===== config.mk =====
export PLATFORM = sky130hd
export DESIGN_NAME = spi_flash_rd_ctrl
export DESIGN_NICKNAME = d
export VERILOG_FILES = /design/src/rtl/spi_flash_rd_ctrl.sv
export SDC_FILE = /design/constraint.sdc
export NUM_CORES = 1
export LEC_CHECK = 0
export CORE_ASPECT_RATIO = 1.25
export CORE_MARGIN = 1.5
export CORE_UTILIZATION = 60
export CTS_BUF_LIST = sky130_fd_sc_hd__clkbuf_16
export CTS_CLUSTER_DIAMETER = 30
export DETAILED_ROUTE_END_ITERATION = 8
export PLACE_DENSITY = 0.84
export REMOVE_ABC_BUFFERS = 1
export SYNTH_ARGS = -nofsm -noshare
export SYNTH_HDL_FRONTEND = slang
export SYNTH_SLANG_ARGS = --single-unit
export TNS_END_PERCENT = 5

===== constraint.sdc =====
create_clock -name clk_i -period 13.66 [get_ports clk_i]
set_input_delay 2.732 -clock clk_i [delete_from_list [all_inputs] [get_ports clk_i]]
set_output_delay 2.732 -clock clk_i [all_outputs]
set_load 0.1 [all_outputs]

===== src/rtl/spi_flash_rd_ctrl.sv =====
// Single-word SPI flash read controller (mode 0) for the cv32e40x boot/data flash.
// Define SPI_FLASH_FASTREAD_EN to use FAST READ (0Bh) with 8 dummy clocks after the address.
module spi_flash_rd_ctrl #(
  parameter int unsigned CLK_DIV     = 2,
  parameter logic [23:0] ADDR_OFFSET = 24'h200000,
  parameter int unsigned CS_HIGH_MIN = 2
) (
  input  logic        clk_i,
  input  logic        rst_i,
  input  logic        req_i,
  input  logic [23:0] addr_i,
  output logic        ready_o,
  output logic [31:0] rdata_o,
  output logic        rvalid_o,
  output logic        sck_o,
  output logic        sdo_o,
  input  logic        sdi_i,
  output logic        cs_o
);

  typedef enum logic [2:0] {
    IDLE,
    SHIFT_CMD,
    SHIFT_ADDR,
`ifdef SPI_FLASH_FASTREAD_EN
    DUMMY,
`endif
    SHIFT_DATA,
    DONE,
    GAP
  } state_t;

`ifdef SPI_FLASH_FASTREAD_EN
  localparam logic [7:0] OPCODE     = 8'h0B;
  localparam logic [6:0] LAST_BIT   = 7'd71;
  localparam state_t     AFTER_ADDR = DUMMY;
`else
  localparam logic [7:0] OPCODE     = 8'h03;
  localparam logic [6:0] LAST_BIT   = 7'd63;
  localparam state_t     AFTER_ADDR = SHIFT_DATA;
`endif
  localparam logic [15:0] DIV_LAST = 16'(CLK_DIV - 1);
  localparam logic [15:0] GAP_LAST = 16'(CS_HIGH_MIN - 1);

  state_t      state_r;
  state_t      next_phase_s;
  logic        ready_r;
  logic        cs_r;
  logic        sck_r;
  logic        sdo_r;
  logic        rvalid_r;
  logic [31:0] rdata_r;
  logic [31:0] tx_sr_r;
  logic [31:0] rx_sr_r;
  logic [6:0]  bit_cnt_r;
  logic [15:0] div_cnt_r;
  logic [15:0] gap_cnt_r;
  logic [23:0] phys_addr_s;

  // Bytes arrive in address order; the first byte is the least significant.
  function automatic logic [31:0] le_word(input logic [31:0] rx);
    return {rx[7:0], rx[15:8], rx[23:16], rx[31:24]};
  endfunction

  assign phys_addr_s = (addr_i & 24'hFFFFFC) + ADDR_OFFSET;

  assign ready_o  = ready_r;
  assign rdata_o  = rdata_r;
  assign rvalid_o = rvalid_r;
  assign sck_o    = sck_r;
  assign sdo_o    = sdo_r;
  assign cs_o     = cs_r;

  // Phase to enter after the falling SCK edge that completes the current bit.
  always_comb begin
    next_phase_s = state_r;
    case (state_r)
      SHIFT_CMD: begin
        if (bit_cnt_r == 7'd7) next_phase_s = SHIFT_ADDR;
        else                   next_phase_s = SHIFT_CMD;
      end
      SHIFT_ADDR: begin
        if (bit_cnt_r == 7'd31) next_phase_s = AFTER_ADDR;
        else                    next_phase_s = SHIFT_ADDR;
      end
`ifdef SPI_FLASH_FASTREAD_EN
      DUMMY: begin
        if (bit_cnt_r == 7'd39) next_phase_s = SHIFT_DATA;
        else                    next_phase_s = DUMMY;
      end
`endif
      default: next_phase_s = state_r;
    endcase
  end

  // Transaction FSM with the SCK divider, shift registers and all pad outputs.
  always_ff @(posedge clk_i or posedge rst_i) begin
    if (rst_i) begin
      state_r   <= IDLE;
      ready_r   <= 1'b1;
      cs_r      <= 1'b1;
      sck_r     <= 1'b0;
      sdo_r     <= 1'b0;
      rvalid_r  <= 1'b0;
      rdata_r   <= 32'd0;
      tx_sr_r   <= 32'd0;
      rx_sr_r   <= 32'd0;
      bit_cnt_r <= 7'd0;
      div_cnt_r <= 16'd0;
      gap_cnt_r <= 16'd0;
    end else begin
      case (state_r)
        IDLE: begin
          if (req_i && ready_r) begin
            tx_sr_r   <= {OPCODE, phys_addr_s};
            sdo_r     <= OPCODE[7];
            cs_r      <= 1'b0;
            ready_r   <= 1'b0;
            bit_cnt_r <= 7'd0;
            div_cnt_r <= 16'd0;
            state_r   <= SHIFT_CMD;
          end else begin
            state_r <= IDLE;
          end
        end
`ifdef SPI_FLASH_FASTREAD_EN
        SHIFT_CMD, SHIFT_ADDR, DUMMY, SHIFT_DATA: begin
`else
        SHIFT_CMD, SHIFT_ADDR, SHIFT_DATA: begin
`endif
          if (div_cnt_r != DIV_LAST) begin
            div_cnt_r <= div_cnt_r + 16'd1;
          end else begin
            div_cnt_r <= 16'd0;
            if (!sck_r) begin
              sck_r <= 1'b1;
              if (state_r == SHIFT_DATA) rx_sr_r <= {rx_sr_r[30:0], sdi_i};
              else                       rx_sr_r <= rx_sr_r;
            end else begin
              // Falling edge: the next MOSI bit launches on this same clk edge.
              sck_r     <= 1'b0;
              bit_cnt_r <= bit_cnt_r + 7'd1;
              tx_sr_r   <= {tx_sr_r[30:0], 1'b0};
              sdo_r     <= tx_sr_r[30];
              if (bit_cnt_r == LAST_BIT) begin
                cs_r      <= 1'b1;
                rvalid_r  <= 1'b1;
                rdata_r   <= le_word(rx_sr_r);
                gap_cnt_r <= 16'd0;
                state_r   <= DONE;
              end else begin
                state_r <= next_phase_s;
              end
            end
          end
        end
        DONE, GAP: begin
          rvalid_r <= 1'b0;
          if (gap_cnt_r == GAP_LAST) begin
            ready_r <= 1'b1;
            state_r <= IDLE;
          end else begin
            gap_cnt_r <= gap_cnt_r + 16'd1;
            state_r   <= GAP;
          end
        end
        default: begin
          state_r  <= IDLE;
          ready_r  <= 1'b1;
          cs_r     <= 1'b1;
          sck_r    <= 1'b0;
          sdo_r    <= 1'b0;
          rvalid_r <= 1'b0;
        end
      endcase
    end
  end

endmodule


== Word-level counts from Yosys, hierarchy flattened ==
Cells that the tools add are included.

* Input bits: 28
* Register bits after elaboration: 142
* Logic and storage cells: 96

* Equal/unequal tests: 17
* Multiplexer cells: 39
* Add/subtract/negate cells: 4
* Reduce and logical (&&, ||, !) cells: 18
* Bitwise logic cells: 6

{| class="wikitable"
|+ Operators by type and width
! cell !! count
|-
| 2-to-1 mux 16 bit || 6
|-
| 2-to-1 mux 31 bit || 3
|-
| one-hot mux 16 bit (2 select lines) || 2
|-
| one-hot mux 31 bit (2 select lines) || 1
|-
| adder 16 x 1 -> 16 bit, second input constant || 2
|-
| adder 24 x 22 -> 24 bit, second input constant || 1
|-
| 2-to-1 mux 7 bit || 3
|-
| AND reduction 4 bit || 5
|-
| == test 16 x 1 -> 1 bit, second input constant || 1
|-
| != test 16 x 1 -> 1 bit, second input constant || 1
|-
| one-hot mux 7 bit (2 select lines) || 1
|-
| 2-to-1 mux 3 bit || 4
|-
| != test 2 bit, second input constant || 6
|-
| 2-to-1 mux 1 bit || 11
|-
| AND reduction 5 bit || 2
|-
| one-hot mux 1 bit (3 select lines) || 3
|-
| one-hot mux 3 bit (3 select lines) || 1
|-
| adder 7 x 1 -> 7 bit, second input constant || 1
|-
| == test 7 x 3 -> 1 bit, second input constant || 1
|-
| == test 7 x 5 -> 1 bit, second input constant || 1
|-
| == test 7 x 6 -> 1 bit, second input constant || 1
|-
| == test 3 x 2 -> 1 bit, second input constant || 2
|-
| == test 3 bit, second input constant || 2
|-
| NOT 1 bit || 6
|-
| 12 further kinds || 17
|}

== Depth between registers and ports, before layout ==
* Word-level depth: 7
* Depth in mapped cells: 9

== Worst setup path after synthesis ==
No wires, ideal clock.

* Kind: input to register
* Start: input req_i
* End: register div_cnt_r[9]
* Stages on the path: 5
* Path buffers: 0
* Arrival time: 3.827 ns
* Setup time: 0.139 ns
* Slack: 9.693 ns
* Cells stage by stage: nand2_1 a2111oi_0 nand4_1 xor2_1 nor2_1

* Word-level cells in the longest chain between the ends: 3

{| class="wikitable"
|+ RTL lines
! element !! RTL line !! text
|-
| from (decl) || 10 || <nowiki>input logic req_i,</nowiki>
|-
| logical AND 1 bit || 114 || <nowiki>if (req_i && ready_r) begin</nowiki>
|-
| != test 2 bit (no line) || -- ||
|-
| AND reduction 2 bit (no line) || -- ||
|-
| to (signal assigned) || 132 || <nowiki>div_cnt_r <= div_cnt_r + 16'd1;</nowiki>
|-
| to (decl) || 56 || <nowiki>logic [15:0] div_cnt_r;</nowiki>
|}

No other way between the ends.
A chain may end at the register's enable or synchronous reset.

== Final worst setup path ==
* Start: register ready_r (netlist: ready_o)
* End: output ready_o

{| class="wikitable"
|+ RTL lines
! element !! RTL line !! text
|-
| from (decl) || 47 || <nowiki>logic ready_r;</nowiki>
|-
| from (signal assigned) || 100 || <nowiki>ready_r <= 1'b1;</nowiki>
|-
| from (signal assigned) || 118 || <nowiki>ready_r <= 1'b0;</nowiki>
|-
| from (signal assigned) || 160 || <nowiki>ready_r <= 1'b1;</nowiki>
|-
| to (decl) || 12 || <nowiki>output logic ready_o,</nowiki>
|}

No word-level cell between the ends.

==> reports/metrics.cfg <==
[min_path]
hold_class = reg -> reg
hold_depth = 2

[logic_synthesis]
syn_area_um2 = 6250
async_flop_share_pct = 100
synth.distinct_cells = 54
synthFlopType = dfrtp_1
synthTopCellsByCount = dfrtp_1 (138), nand2_1 (83), nor2_1 (63)
yosysTopAreaCellShare_pct = 55.2
synth.avg_cell_area_um2 = 10.9
synth.most_common_cell = dfrtp_1
synth_top_area_cell = dfrtp_1
synth_area_leaders = dfrtp_1 (55%), mux2_2 (11%), nand2_1 (5.0%), nor2_1 (3.8%), a31oi_1 (2.1%)
seq_area_frac_synth_pct = 56.1
ys_ff_latch = 140
ys_warn_count = 0
synthCells = 571
synth_edf_count = 0

[sta]
grt_setup_unrepaired = no
period_share_pct = 36.0
final_hold_viol_count = 0
worst_clock_skew_ns = 0.00967
period_needed_ns = 4.91
setup_violations = 0
whs_ns = 0.460
drv_slew = 0
worst_slew_pin_slew_ns = 1.08
max_freq_ghz = 0.204
maxSlewHeadroom_pct = 27.6
tns_ns = 0
worst_slack_ns = 8.75

[clock_tree]
clk_latency_ns = 0.42
path_clk_slew_ns = 0.05
numCtsBuffers = 17
post_cts_buffers = 0
cts.sinks = 140
ctsHoldBuffers = 0
clk_path_buf_depth = 2
root_buffer = clkbuf_16
ctsResizeCount = 0
htree_levels = 4
cts_tree = yes

[worst_setup_path]
cp_cell_sequence = clkdlybuf4s50_1
arrival_ns = 2.18
slowest_delay_ns = 1.19
cp.depth = 1
critPathTopFamily = buffers and inverters
r2r_cells = 6
end_kind = primary output
path_class = reg -> out
crit_slowest_cell = clkdlybuf4s50_1
worst-path-buf-inv = 1
crit_fanout = 6
cp.required_ns = 10.93
worstSetupStartpointType = register

[detailed_routing]
avgViaCountPerCell = 5.83
num_vias = 4509
drt_iter0_markers = 258
postRouteAntennaNets = 0
drt-pass1-iter-count = 4
post-route-drc-count = 0
wirelength_mm = 12.2
wl_per_cell_um = 15.8

[global_routing]
gr-usage-all-layers_pct = 23.8
grt_first_pass_wirelength_mm = 20.4
grt_max_degree = 85
first_global_vias = 4517
antenna_found_initial = 0
grt_overflow_total = 0

[die]
die_width_um = 94.3
ioPinCount = 65
core_um2 = 10100
initial_core_util_pct = 61.9
rows = 41
die-area_um2 = 11000
dieHeight_um = 117

[pwr]
p_per_area_nw_per_um2 = 119
cellLeakagePower_nw = 3.44
peakVddDrop_v = 0.000111
p_total_mw = 0.901

[flow_run]
maxCapViolCount = 0

[placement]
gp_routability_congestion = 0.840
hpwlAfterDp_mm = 7.69
io_buffers = 62
dp_worst_setup_slack_ns = 8.85

[final_layout]
area_growth_pct = 20.8
fillers = 655
n_antenna_cell = 0
final_nets = 665
drive_above_1_share_pct = 16.9

[run_status]
status = completed

==> sequential cells by signal (all words and copies together) (netlist names) <==
signal	cells
cs_o	1
tx_sr_r	29
rdata_o	32
rx_sr_r	32
state_r	3
bit_cnt_r	7
sdo_o	1
div_cnt_r	16
gap_cnt_r	16
sck_o	1
rvalid_o	1
ready_o	1
==> report_power, final <==
group          switching, mW  internal (mW)
Sequential         0.0000966          0.415
Combinational        0.00947        0.00696
Clock                  0.180          0.290
Total                  0.190          0.712
==> routing by layer <==
metal	global-route usage [%]	share of wire, %
met1	29.1	42
met3	5.62	4.3
met4	11.7	2.5
met2	40.0	51
met5	0	0
==> kinds of logic (layout without fill, tap and decap cells) <==
family | after synthesis | count (layout) | share of synthesized area, %
AND/OR/NAND/NOR | 218 | 218 | 16.7
flip-flops | 140 | 140 | 56.1
AO/OA/AOI/OAI | 84 | 84 | 8.43
multiplexers | 65 | 65 | 11.7
buffers and inverters | 36 | 109 | 2.86
XOR/XNOR | 22 | 22 | 3.08
adder cells (fa/ha/maj) | 6 | 6 | 1.20
==> stage by stage <==
step | std cells | util, % | instance area, um2
floorplan | 546 | - | 6110
global placement | 741 | 68.6 | 6940
detailed placement | 741 | 68.6 | 6940
CTS | 773 | 74.7 | 7550
global route | 773 | 74.7 | 7550
finish | 773 | 74.7 | 7550
==> cells in the final DEF, fill, tap and decap left out, types with 5 or more instances in the layout <==
cell type and count:
o21ai_0 23, and4_1 6, xnor2_1 9, clkbuf_16 17, or3_1 9, clkinv_4 5, a21oi_1 13, a31oi_1 21
nand3_1 22, nand4_1 5, nor2_1 63, ha_1 6, nor3_1 5, clkdlybuf4s50_1 62, mux2_2 60, nand2_1 83
dfrtp_1 138, xor2_1 13, inv_1 10
==> final cells by class <==
type | instances | area, um2 | area share (%)
Inverter | 11 | 43.8 | 0.580
Multi-Input combinational cell | 395 | 2570 | 34.1
Timing Repair Buffer | 66 | 651 | 8.62
Tap cell | 129 | 161 | 2.14
Sequential cell | 140 | 3510 | 46.4
Clock inverter | 15 | 188 | 2.49
Clock buffer | 17 | 425 | 5.63
==> worst paths after layout <==
check | from | to | slack [ns]
min reg2reg | cs_o | cs_o | 0.46
max reg2reg | div_cnt_r[1] | rx_sr_r[24] | 10.65
max in group asynchronous | rst_i | div_cnt_r[10] | 9.39
max | ready_o | ready_o | 8.75
min | cs_o | cs_o | 0.46
min in group asynchronous | rst_i | rdata_o[9] | 2.77
Power figures use the tool's default switching activity.
